$ cat config.mk
export PLATFORM = sky130hd
export DESIGN_NAME = itof_arbiter
export DESIGN_NICKNAME = d
export VERILOG_FILES = /design/src/rtl/itof_arb_pkg.sv /design/src/rtl/itof.sv /design/src/rtl/itof_arbiter_rr_arbiter.sv /design/src/rtl/itof_arbiter.sv
export SDC_FILE = /design/constraint.sdc
export NUM_CORES = 1
export LEC_CHECK = 0
export CORE_UTILIZATION = 63
export DETAILED_ROUTE_END_ITERATION = 6
export GPL_TIMING_DRIVEN = 0
export PLACE_DENSITY = 0.88
export REMOVE_ABC_BUFFERS = 1
export SLEW_MARGIN = 20
export SYNTH_ARGS = -nofsm -noshare
export SYNTH_HDL_FRONTEND = slang
export SYNTH_SLANG_ARGS = --single-unit
$ cat constraint.sdc
create_clock -name clk -period 26.8 [get_ports clk]
set_input_delay 6.7 -clock clk [delete_from_list [all_inputs] [get_ports clk]]
set_output_delay 6.7 -clock clk [all_outputs]
set_load 0.01 [all_outputs]
$ cat src/rtl/itof_arb_pkg.sv
// ============================================================================
// Module      : itof_arb_pkg
// Description : Shared types and constants for the itof_arbiter block:
//               requester tag width, pipeline stage record, latency bounds.
// Revision    : 1.0  initial release
// ============================================================================
`default_nettype none

package itof_arb_pkg;

    // Largest supported requester count; the tag is sized for it so that the
    // stage record has one fixed layout for every NREQ.
    localparam int NREQ_MAX = 4;
    localparam int TAG_W    = $clog2(NREQ_MAX);

    // Supported pipeline depth range.
    localparam int LAT_MIN  = 1;
    localparam int LAT_MAX  = 4;

    // One pipeline stage: occupancy, owning requester, converted result.
    typedef struct packed {
        logic             valid;
        logic [TAG_W-1:0] tag;
        logic [31:0]      data;
    } stage_t;

endpackage : itof_arb_pkg

`default_nettype wire

$ cat src/rtl/itof.sv
// ============================================================================
// Module      : itof
// Description : Combinational signed int32 to IEEE-754 single conversion,
//               round-to-nearest-even. Zero converts to +0.0.
// Revision    : 1.0  initial release
// ============================================================================
`default_nettype none

module itof (
    input  logic [31:0] a_i,
    output logic [31:0] f_o
);

    logic        sign;
    logic [31:0] mag;
    logic [4:0]  msb;
    logic [4:0]  lz;
    logic [30:0] norm;
    logic [7:0]  expo;
    logic        guard;
    logic        sticky;
    logic        round_up;
    logic [30:0] body;

    // Normalise the magnitude, then round the 23-bit fraction; a carry out
    // of the fraction bumps the exponent through the combined add.
    always_comb begin
        sign = a_i[31];
        mag  = sign ? (~a_i + 32'd1) : a_i;
        msb  = '0;
        for (int i = 0; i < 32; i++) begin
            if (mag[i]) begin
                msb = 5'(i);
            end
        end
        lz       = 5'd31 - msb;
        norm     = 31'(mag << lz);
        expo     = 8'd158 - {3'b000, lz};
        guard    = norm[7];
        sticky   = |norm[6:0];
        round_up = guard & (sticky | norm[8]);
        body     = {expo, norm[30:8]} + {30'b0, round_up};
        if (mag == '0) begin
            f_o = '0;
        end else begin
            f_o = {sign, body};
        end
    end

endmodule : itof

`default_nettype wire

$ cat src/rtl/itof_arbiter_rr_arbiter.sv
// ============================================================================
// Module      : rr_arbiter
// Description : NREQ-wide round-robin grant. Searches upward from ptr_i
//               (wrapping), outputs a one-hot grant, its index and the
//               pointer to use after a grant (ptr_i when nothing granted).
// Revision    : 1.0  initial release
// ============================================================================
`default_nettype none

module rr_arbiter
    import itof_arb_pkg::*;
#(
    parameter int NREQ = 2
) (
    input  logic [NREQ-1:0]  req_i,
    input  logic [TAG_W-1:0] ptr_i,
    input  logic             en_i,
    output logic [NREQ-1:0]  gnt_o,
    output logic [TAG_W-1:0] gnt_idx_o,
    output logic [TAG_W-1:0] ptr_next_o
);

    logic found;

    // Two passes: first requesters at or above the pointer, then the wrapped
    // part below it; the first hit in that order wins.
    always_comb begin
        gnt_o      = '0;
        gnt_idx_o  = '0;
        ptr_next_o = ptr_i;
        found      = 1'b0;
        if (en_i) begin
            for (int i = 0; i < NREQ; i++) begin
                if (!found && req_i[i] && (TAG_W'(i) >= ptr_i)) begin
                    found      = 1'b1;
                    gnt_o[i]   = 1'b1;
                    gnt_idx_o  = TAG_W'(i);
                    ptr_next_o = (i == NREQ - 1) ? '0 : TAG_W'(i + 1);
                end
            end
            for (int i = 0; i < NREQ; i++) begin
                if (!found && req_i[i]) begin
                    found      = 1'b1;
                    gnt_o[i]   = 1'b1;
                    gnt_idx_o  = TAG_W'(i);
                    ptr_next_o = (i == NREQ - 1) ? '0 : TAG_W'(i + 1);
                end
            end
        end
    end

endmodule : rr_arbiter

`default_nettype wire

$ cat src/rtl/itof_arbiter.sv
// ============================================================================
// Module      : itof_arbiter
// Description : Round-robin sharing of one int-to-float converter among NREQ
//               requesters. Results travel a LAT-deep tagged pipeline whose
//               last stage is the output register, and return to their owner
//               over a valid/ready handshake. The pipeline stalls globally.
//               Optional statistics counters: define ITOF_ARB_STATS_EN.
// Revision    : 1.0  initial release
// ============================================================================
`default_nettype none

module itof_arbiter
    import itof_arb_pkg::*;
#(
    parameter int NREQ = 2,
    parameter int LAT  = 2
) (
    input  logic              clk,
    input  logic              rst,
    input  logic [NREQ-1:0]   req_valid,
    output logic [NREQ-1:0]   req_ready,
    input  logic [NREQ*32-1:0] req_data,
    output logic [NREQ-1:0]   resp_valid,
    input  logic [NREQ-1:0]   resp_ready,
    output logic [31:0]       resp_data,
    output logic              busy
`ifdef ITOF_ARB_STATS_EN
    ,
    output logic [NREQ*16-1:0] stat_count,
    output logic [15:0]        stat_stall
`endif
);

    stage_t              stage_q [LAT];
    stage_t              stage0_d;
    stage_t              out_q;
    logic [TAG_W-1:0]    ptr_q;
    logic [TAG_W-1:0]    ptr_d;
    logic [NREQ_MAX-1:0] rr_ext;
    logic                adv;
    logic                arb_en;
    logic [NREQ-1:0]     gnt;
    logic [TAG_W-1:0]    gnt_idx;
    logic                xfer;
    logic [31:0]         sel_data;
    logic [31:0]         conv_data;

    assign out_q = stage_q[LAT-1];

    // Widen resp_ready to the full tag range so any tag value indexes safely.
    always_comb begin
        rr_ext = '0;
        for (int i = 0; i < NREQ; i++) begin
            rr_ext[i] = resp_ready[i];
        end
    end

    // Global advance: output empty or its owner is taking it this cycle.
    assign adv    = !out_q.valid || rr_ext[out_q.tag];
    assign arb_en = adv && !rst;

    rr_arbiter #(
        .NREQ (NREQ)
    ) u_rr (
        .req_i      (req_valid),
        .ptr_i      (ptr_q),
        .en_i       (arb_en),
        .gnt_o      (gnt),
        .gnt_idx_o  (gnt_idx),
        .ptr_next_o (ptr_d)
    );

    // A grant is only ever issued to a valid requester, so grant == transfer.
    assign req_ready = gnt;
    assign xfer      = |gnt;

    // Operand mux feeding the shared converter.
    always_comb begin
        sel_data = '0;
        for (int i = 0; i < NREQ; i++) begin
            if (gnt_idx == TAG_W'(i)) begin
                sel_data = req_data[32*i +: 32];
            end
        end
    end

    itof u_itof (
        .a_i (sel_data),
        .f_o (conv_data)
    );

    // Bubbles carry zero tag/data so idle stages never hold stale results.
    always_comb begin
        stage0_d       = '0;
        stage0_d.valid = xfer;
        if (xfer) begin
            stage0_d.tag  = gnt_idx;
            stage0_d.data = conv_data;
        end
    end

    // Pipeline shift and round-robin pointer; everything holds while stalled.
    always_ff @(posedge clk) begin
        if (rst) begin
            for (int i = 0; i < LAT; i++) begin
                stage_q[i] <= '0;
            end
            ptr_q <= '0;
        end else begin
            ptr_q <= ptr_d;
            if (adv) begin
                stage_q[0] <= stage0_d;
                for (int i = 1; i < LAT; i++) begin
                    stage_q[i] <= stage_q[i-1];
                end
            end
        end
    end

    // Response routing and occupancy.
    always_comb begin
        resp_valid = '0;
        for (int i = 0; i < NREQ; i++) begin
            resp_valid[i] = out_q.valid && (out_q.tag == TAG_W'(i));
        end
        busy = 1'b0;
        for (int i = 0; i < LAT; i++) begin
            busy = busy | stage_q[i].valid;
        end
    end

    assign resp_data = out_q.data;

`ifdef ITOF_ARB_STATS_EN
    logic [15:0] cnt_q [NREQ];
    logic [15:0] stall_q;

    // Saturating per-requester completion counters and output stall counter.
    always_ff @(posedge clk) begin
        if (rst) begin
            for (int i = 0; i < NREQ; i++) begin
                cnt_q[i] <= '0;
            end
            stall_q <= '0;
        end else begin
            for (int i = 0; i < NREQ; i++) begin
                if (resp_valid[i] && resp_ready[i] && (cnt_q[i] != 16'hFFFF)) begin
                    cnt_q[i] <= cnt_q[i] + 16'd1;
                end
            end
            if (out_q.valid && !rr_ext[out_q.tag] && (stall_q != 16'hFFFF)) begin
                stall_q <= stall_q + 16'd1;
            end
        end
    end

    for (genvar gi = 0; gi < NREQ; gi++) begin : g_stat
        assign stat_count[16*gi +: 16] = cnt_q[gi];
    end

    assign stat_stall = stall_q;
`endif

endmodule : itof_arbiter

`default_nettype wire

# ---- Yosys cells after proc, flatten, opt, wreduce, memory -nomap -nowiden
# Memory sizes are Yosys's and may differ from the RTL's.
# Index checks and enable logic that the tools add are counted.
dict set report word_totals {
  ff_bits 2
  latch_bits 0
  ram_bits 70
  romBits 0
  input_bits 70
  out_inout_bits 37
  wordCells 102
  n_memories 1
}
# name words word_bits read_ports rd_clocked_by_memory_dff write_ports line_no
set mem_list {}
lappend mem_list {stage_q 2 35 2 0 2 itof_arbiter.sv:34} ;# stage_t stage_q [LAT];
dict set report classes {
  addsub 4
  n_mul 0
  div 0
  n_lt_le_gt_ge 3
  n_eq_ne 2
  n_shift 1
  muxes 63
  bitwise 6
  n_reduce_logical 21
}
# op n
set op_table {}
lappend op_table {{$mux 32} 4}
lappend op_table {{$mux 5} 16}
lappend op_table {{$mux 35} 2}
lappend op_table {{$mux 34} 1}
lappend op_table {{$add 32x1->32 const B} 1}
lappend op_table {{$logic_not 32->1} 1}
lappend op_table {{$mux 4} 8}
lappend op_table {{$not 32->32} 1}
lappend op_table {{$shl 32x5->31} 1}
lappend op_table {{$add 31x1->31} 1}
lappend op_table {{$mux 1} 19}
lappend op_table {{$mux 2} 8}
lappend op_table {{$mux 3} 4}
lappend op_table {{$logic_and 1x1->1} 8}
lappend op_table {{$sub 8x5->8 const A} 1}
lappend op_table {{$reduce_or 7->1} 1}
lappend op_table {{$logic_not 1->1} 5}
lappend op_table {{$sub 5x5->5 const A} 1}
lappend op_table {{$eq 2x1->1 const B} 2}
lappend op_table {{$ge 1x2->1 const A} 2}
lappend op_table {{$logic_not 2->1} 2}
lappend op_table {{$or 1x1->1} 4}
lappend op_table {{$reduce_bool 4->1} 1}
lappend op_table {{$lt 2x3->1 const B} 1}
lappend op_table {{5 further kinds} 5}

# ---- Logic depth before layout (Yosys ltp)
# An unclocked memory read counts as a cell.
dict set report depth {
  ltp_word 65
  depth_mapped 33
  depth_no_buf 23
}

# ---- By module
# Synthesis repeated with hierarchy kept, for this count alone.
dict set report unflattened {
  hier_cells 1256
  hier_area_um2 10045.9
}
# mod instances cells_each area_each_um2 seq_area_each_um2
set modules_own_cells {}
lappend modules_own_cells {itof 1 881 5597.9 0.0}
lappend modules_own_cells {itof_arbiter 1 362 4370.4 2142.1}
lappend modules_own_cells {rr_arbiter 1 13 77.6 0.0}

# ---- Worst setup path after synthesis
# OpenSTA, ideal clock, no wires.
dict set report synth_path {
  path_type {input to output}
  start {input req_valid[1]}
  end {output req_ready[1]}
  arrival_ns 8.343
  required_ns 20.100
  setup_slack_ns 11.757
  path_stages 9
  n_path_buf 6
  path_cell_list {nor2b_1 o211ai_4 inv_4 buf_6 buf_6 buf_2 buf_2 buf_2 buf_1}
}
dict set report synth_between {
  elab_chain_len 12
  word_cells_on_any_way 13
  classes_between {7 x mux; 6 x reduce/logical}
}
# element line_no
set synth_lines {}
lappend synth_lines {{start: declaration} itof_arbiter.sv:20} ;# input logic [NREQ-1:0] req_valid,
lappend synth_lines {{$logic_and 1x1->1 (2 in series)} itof_arbiter_rr_arbiter.sv:34} ;# if (!found && req_i[i] && (TAG_W'(i) >= ptr_i)) begin
lappend synth_lines {{$mux 1} itof_arbiter_rr_arbiter.sv:34}
lappend synth_lines {{$mux 1} itof_arbiter_rr_arbiter.sv:32} ;# if (en_i) begin
lappend synth_lines {{$logic_not 1->1} itof_arbiter_rr_arbiter.sv:42} ;# if (!found && req_i[i]) begin
lappend synth_lines {{$logic_and 1x1->1} itof_arbiter_rr_arbiter.sv:42}
lappend synth_lines {{$mux 1} itof_arbiter_rr_arbiter.sv:42}
lappend synth_lines {{$mux 1} itof_arbiter_rr_arbiter.sv:32}
lappend synth_lines {{$logic_not 1->1} itof_arbiter_rr_arbiter.sv:42}
lappend synth_lines {{$logic_and 1x1->1} itof_arbiter_rr_arbiter.sv:42}
lappend synth_lines {{$mux 1 *} itof_arbiter_rr_arbiter.sv:42}
lappend synth_lines {{$mux 2 *} itof_arbiter_rr_arbiter.sv:32}
lappend synth_lines {{end: declaration} itof_arbiter.sv:21} ;# output logic [NREQ-1:0] req_ready,
# Every way passes the cells marked *; elsewhere a longest branch is shown, timed or not. The select of a mux whose other input is x is not followed.

==> flow_summary.yaml <==
run_status:
  outcome: "complete, no violations"
timing:
  slew_headroom_pct: 19.71
  finalHoldViolations: 0
  rsz0062_at_grt: "no"
  setup_viol: 0
  timing.fmax_mhz: 57.45
  fin_tns_setup_ns: 0
  post-route-period-util_pct: 64.95
  worst_pin_slew_ns: 1.188
  finalCriticalPeriod_ns: 17.41
  skew_ns: 0.007297
  slew_violations: 0
cts:
  numCtsBuffers: 9
  clock_sinks: 69
  ctsHtreeMaxLevel: 3
  cts_resized: 0
  cts_tree: "built"
  cts-hold-fix-buffers: 0
  clk_pin_slew_ns: 0.06
  root_buffer: "clkbuf_16"
  clockBufferDepth: 2
  post_cts_buffers: 0
  clock_latency_ns: 0.34
synthesis:
  yosysSeqAreaShare_pct: 22.64
  netlist_area_um2: 9109
  yosys_most_used_dff: "edfxtp_1"
  yosys-top-cells-area: "edfxtp_1, mux2i_1, nor2_1, mux2_2, nand2_1"
  ys_ff_latch: 69
  synthCells: 1110
  yosysWarnings: 0
  syn_area_per_cell_um2: 8.206
  ys_async_sr_fraction_pct: 0
  yosys.area.top_type: "edfxtp_1"
  synthDominantCellAreaShare_pct: 22.42
  synth_edf_count: 68
  synth_cell_type_count: 106
flow_run:
  cap_violations: 0
worst_setup_path:
  path_class: "in2reg"
  cp_data_required_time_ns: 26.89
  arrival_ns: 17.50
  endpoint_kind: "flip-flop"
  start_kind: "input port"
  cp_max_fo: 57
global_route:
  grt_max_degree: 58
  grt_pass1_wl_mm: 46.07
  antenna_found_initial: 0
  grt_pass1_vias: 8489
  grtUsageTotal_pct: 39.86
  overflow: 0
die:
  io_pins: 107
  fp.dieH_um: 122.2
  die-area_um2: 14940
  core_area_um2: 13990
  core.rowCount: 43
  die_width_um: 122.2
  start_util_pct: 65.12
route:
  antenna_left: 0
  via_per_inst: 7.262
  avgRoutedWirePerCell_um: 22.58
  dr.pass1.iters: 6
  routed_wl_mm: 29.87
  via_count: 9608
  drcViolationCount: 0
  drt_iter0_markers: 1398
layout:
  synthToLayoutAreaGrowth_pct: 13.76
  final_nets: 1211
  antenna_cells: 0
  drive_gt1_share_pct: 10.15
  final_util_pct: 74.08
power:
  ir_drop_v: 0.00003804
  power_density_nw_per_um2: 53.52
  leakage_uw: 0.003783
place:
  dpl.hpwl_mm: 22.61
  gp_congestion: 0.9802
  io_buffer_count: 106
min_path:
  hold_class: "reg2reg"
synth_stat cells, types with 10 or more instances:
| library cell | count |
|---|---|
| nor2_1 | 111 |
| nand2_1 | 76 |
| edfxtp_1 | 68 |
| mux2i_1 | 68 |
| nor3_1 | 53 |
| a21oi_1 | 47 |
| o21ai_0 | 47 |
| and2_1 | 43 |
| buf_4 | 35 |
| clkbuf_1 | 34 |
| xnor2_1 | 30 |
| nand3_1 | 29 |
| xor2_1 | 28 |
| mux2_2 | 26 |
| nor4_1 | 23 |
| o22ai_1 | 20 |
| o211ai_1 | 19 |
| buf_2 | 17 |
| or3_1 | 17 |
| a31oi_1 | 14 |
| or2_2 | 13 |
| or4_1 | 13 |
| a211oi_1 | 12 |
| inv_1 | 12 |
| and3_1 | 11 |
| o31ai_1 | 10 |
where the power goes:
part           internal (uW)  switching (uW)  leakage, uW
registers                138            4.77     0.000809
logic                    105             173      0.00282
clock network           83.1            50.5     0.000159
total                    326             229      0.00378
cells by family (layout without fill, tap and decap cells):
group                      Yosys count  in the layout  share of synthesized area, %
DFF                                 69             69                         22.64
xor gates and xnor gates            60             60                         5.934
adders and majority gates            3              3                        0.4121
buffers and inverters              115            148                         6.909
and+or+nand+nor                    453            453                         26.91
AOI/OAI and AO/OA                  306            306                         24.96
muxes                              104            104                         12.24
sequential cells by signal, indices dropped and copies added (netlist names):
name	cells
stage_q	68
ptr_q	1
final cells by class:
cell class / count / area [um^2]
Multi-Input combinational cell: 926 / 6457
Fill cell: 1085 / 3626
Sequential cell: 69 / 2062
Timing Repair Buffer: 117 / 1224
Clock buffer: 9 / 225.2
Tap cell: 180 / 225.2
Clock inverter: 7 / 105.1
Inverter: 15 / 63.81
worst paths after layout:
check                               start  cells after the start  slack (ns)                            to
max reg2reg  stage_q[0][67]$_SDFFCE_PN0P_                     24       15.82  stage_q[0][24]$_SDFFCE_PP0P_
min           stage_q[0][5]$_SDFFCE_PP0P_                      1        0.52  stage_q[0][40]$_SDFFCE_PN0P_
min reg2reg   stage_q[0][5]$_SDFFCE_PP0P_                      1        0.52  stage_q[0][40]$_SDFFCE_PN0P_
max                          req_valid[1]                     25        9.39  stage_q[0][24]$_SDFFCE_PP0P_
per-stage QoR:
| stage | setup WS [ns] | cells | total power, uW | area [um^2] | hold WS (ns) |
|---|---|---|---|---|---|
| finish | 9.393 | 1323 | 554.5 | 10360 | 0.5166 |
| global route | 9.178 | 1323 | 575.9 | 10360 | 0.5360 |
| CTS | 9.841 | 1323 | 544.0 | 10360 | 0.5155 |
| detailed placement | 9.506 | 1307 | 410.5 | 10030 | 0.5014 |
| global placement | 4.751 | 1296 | 401.0 | 9829 | 0.4817 |
| floorplan | 8.674 | 1010 | 317.1 | 8543 | 0.4567 |
routing by layer:
layer  vias to the layer above  share of wire (%)  track usage (%)
met2                       682                 44            60.53
met4                         0                3.3            13.57
met1                      4502                 41            54.28
met5                         -                  0                0
met3                       106                 12            11.01
li1                       4318                  -                -
critical path: stages:
cell and delay (ns):
clkdlybuf4s50_1 0.51, nor2b_1 0.23, o211ai_4 0.14, buf_16 0.20, inv_4 0.48, mux2i_1 0.76, ha_1 0.59, or4b_1 0.49
nor4_1 0.74, nand2_1 0.27, o32ai_1 0.56, a21oi_1 0.17, o211ai_1 0.48, a2111oi_2 0.16, a21boi_4 0.25, nor2_4 0.68
clkinv_4 0.45, mux2i_1 0.38, mux2_2 0.43, nor3_4 0.27, or3b_1 0.45, or4b_1 0.73, nor4_4 0.52, nor4b_4 0.36
mux2_1 0.37
layout by cell type, fill, tap and decap left out, types with 8 or more instances in the layout:
master           count
nor2_1             109
clkdlybuf4s50_1    106
nand2_1             76
edfxtp_1            68
mux2i_1             67
nor3_1              53
a21oi_1             47
o21ai_0             46
and2_1              43
xnor2_1             30
nand3_1             29
xor2_1              28
mux2_2              26
nor4_1              23
o22ai_1             20
o211ai_1            19
or3_1               16
a31oi_1             14
or4_1               13
or2_2               13
a211oi_1            12
and3_1              11
inv_1               11
o31ai_1             10
nor2b_1              9
clkbuf_16            9
o221ai_1             8
nand4b_1             8
a2111oi_0            8
a221oi_1             8
a21o_1               8
Power figures use the tool's default switching activity.
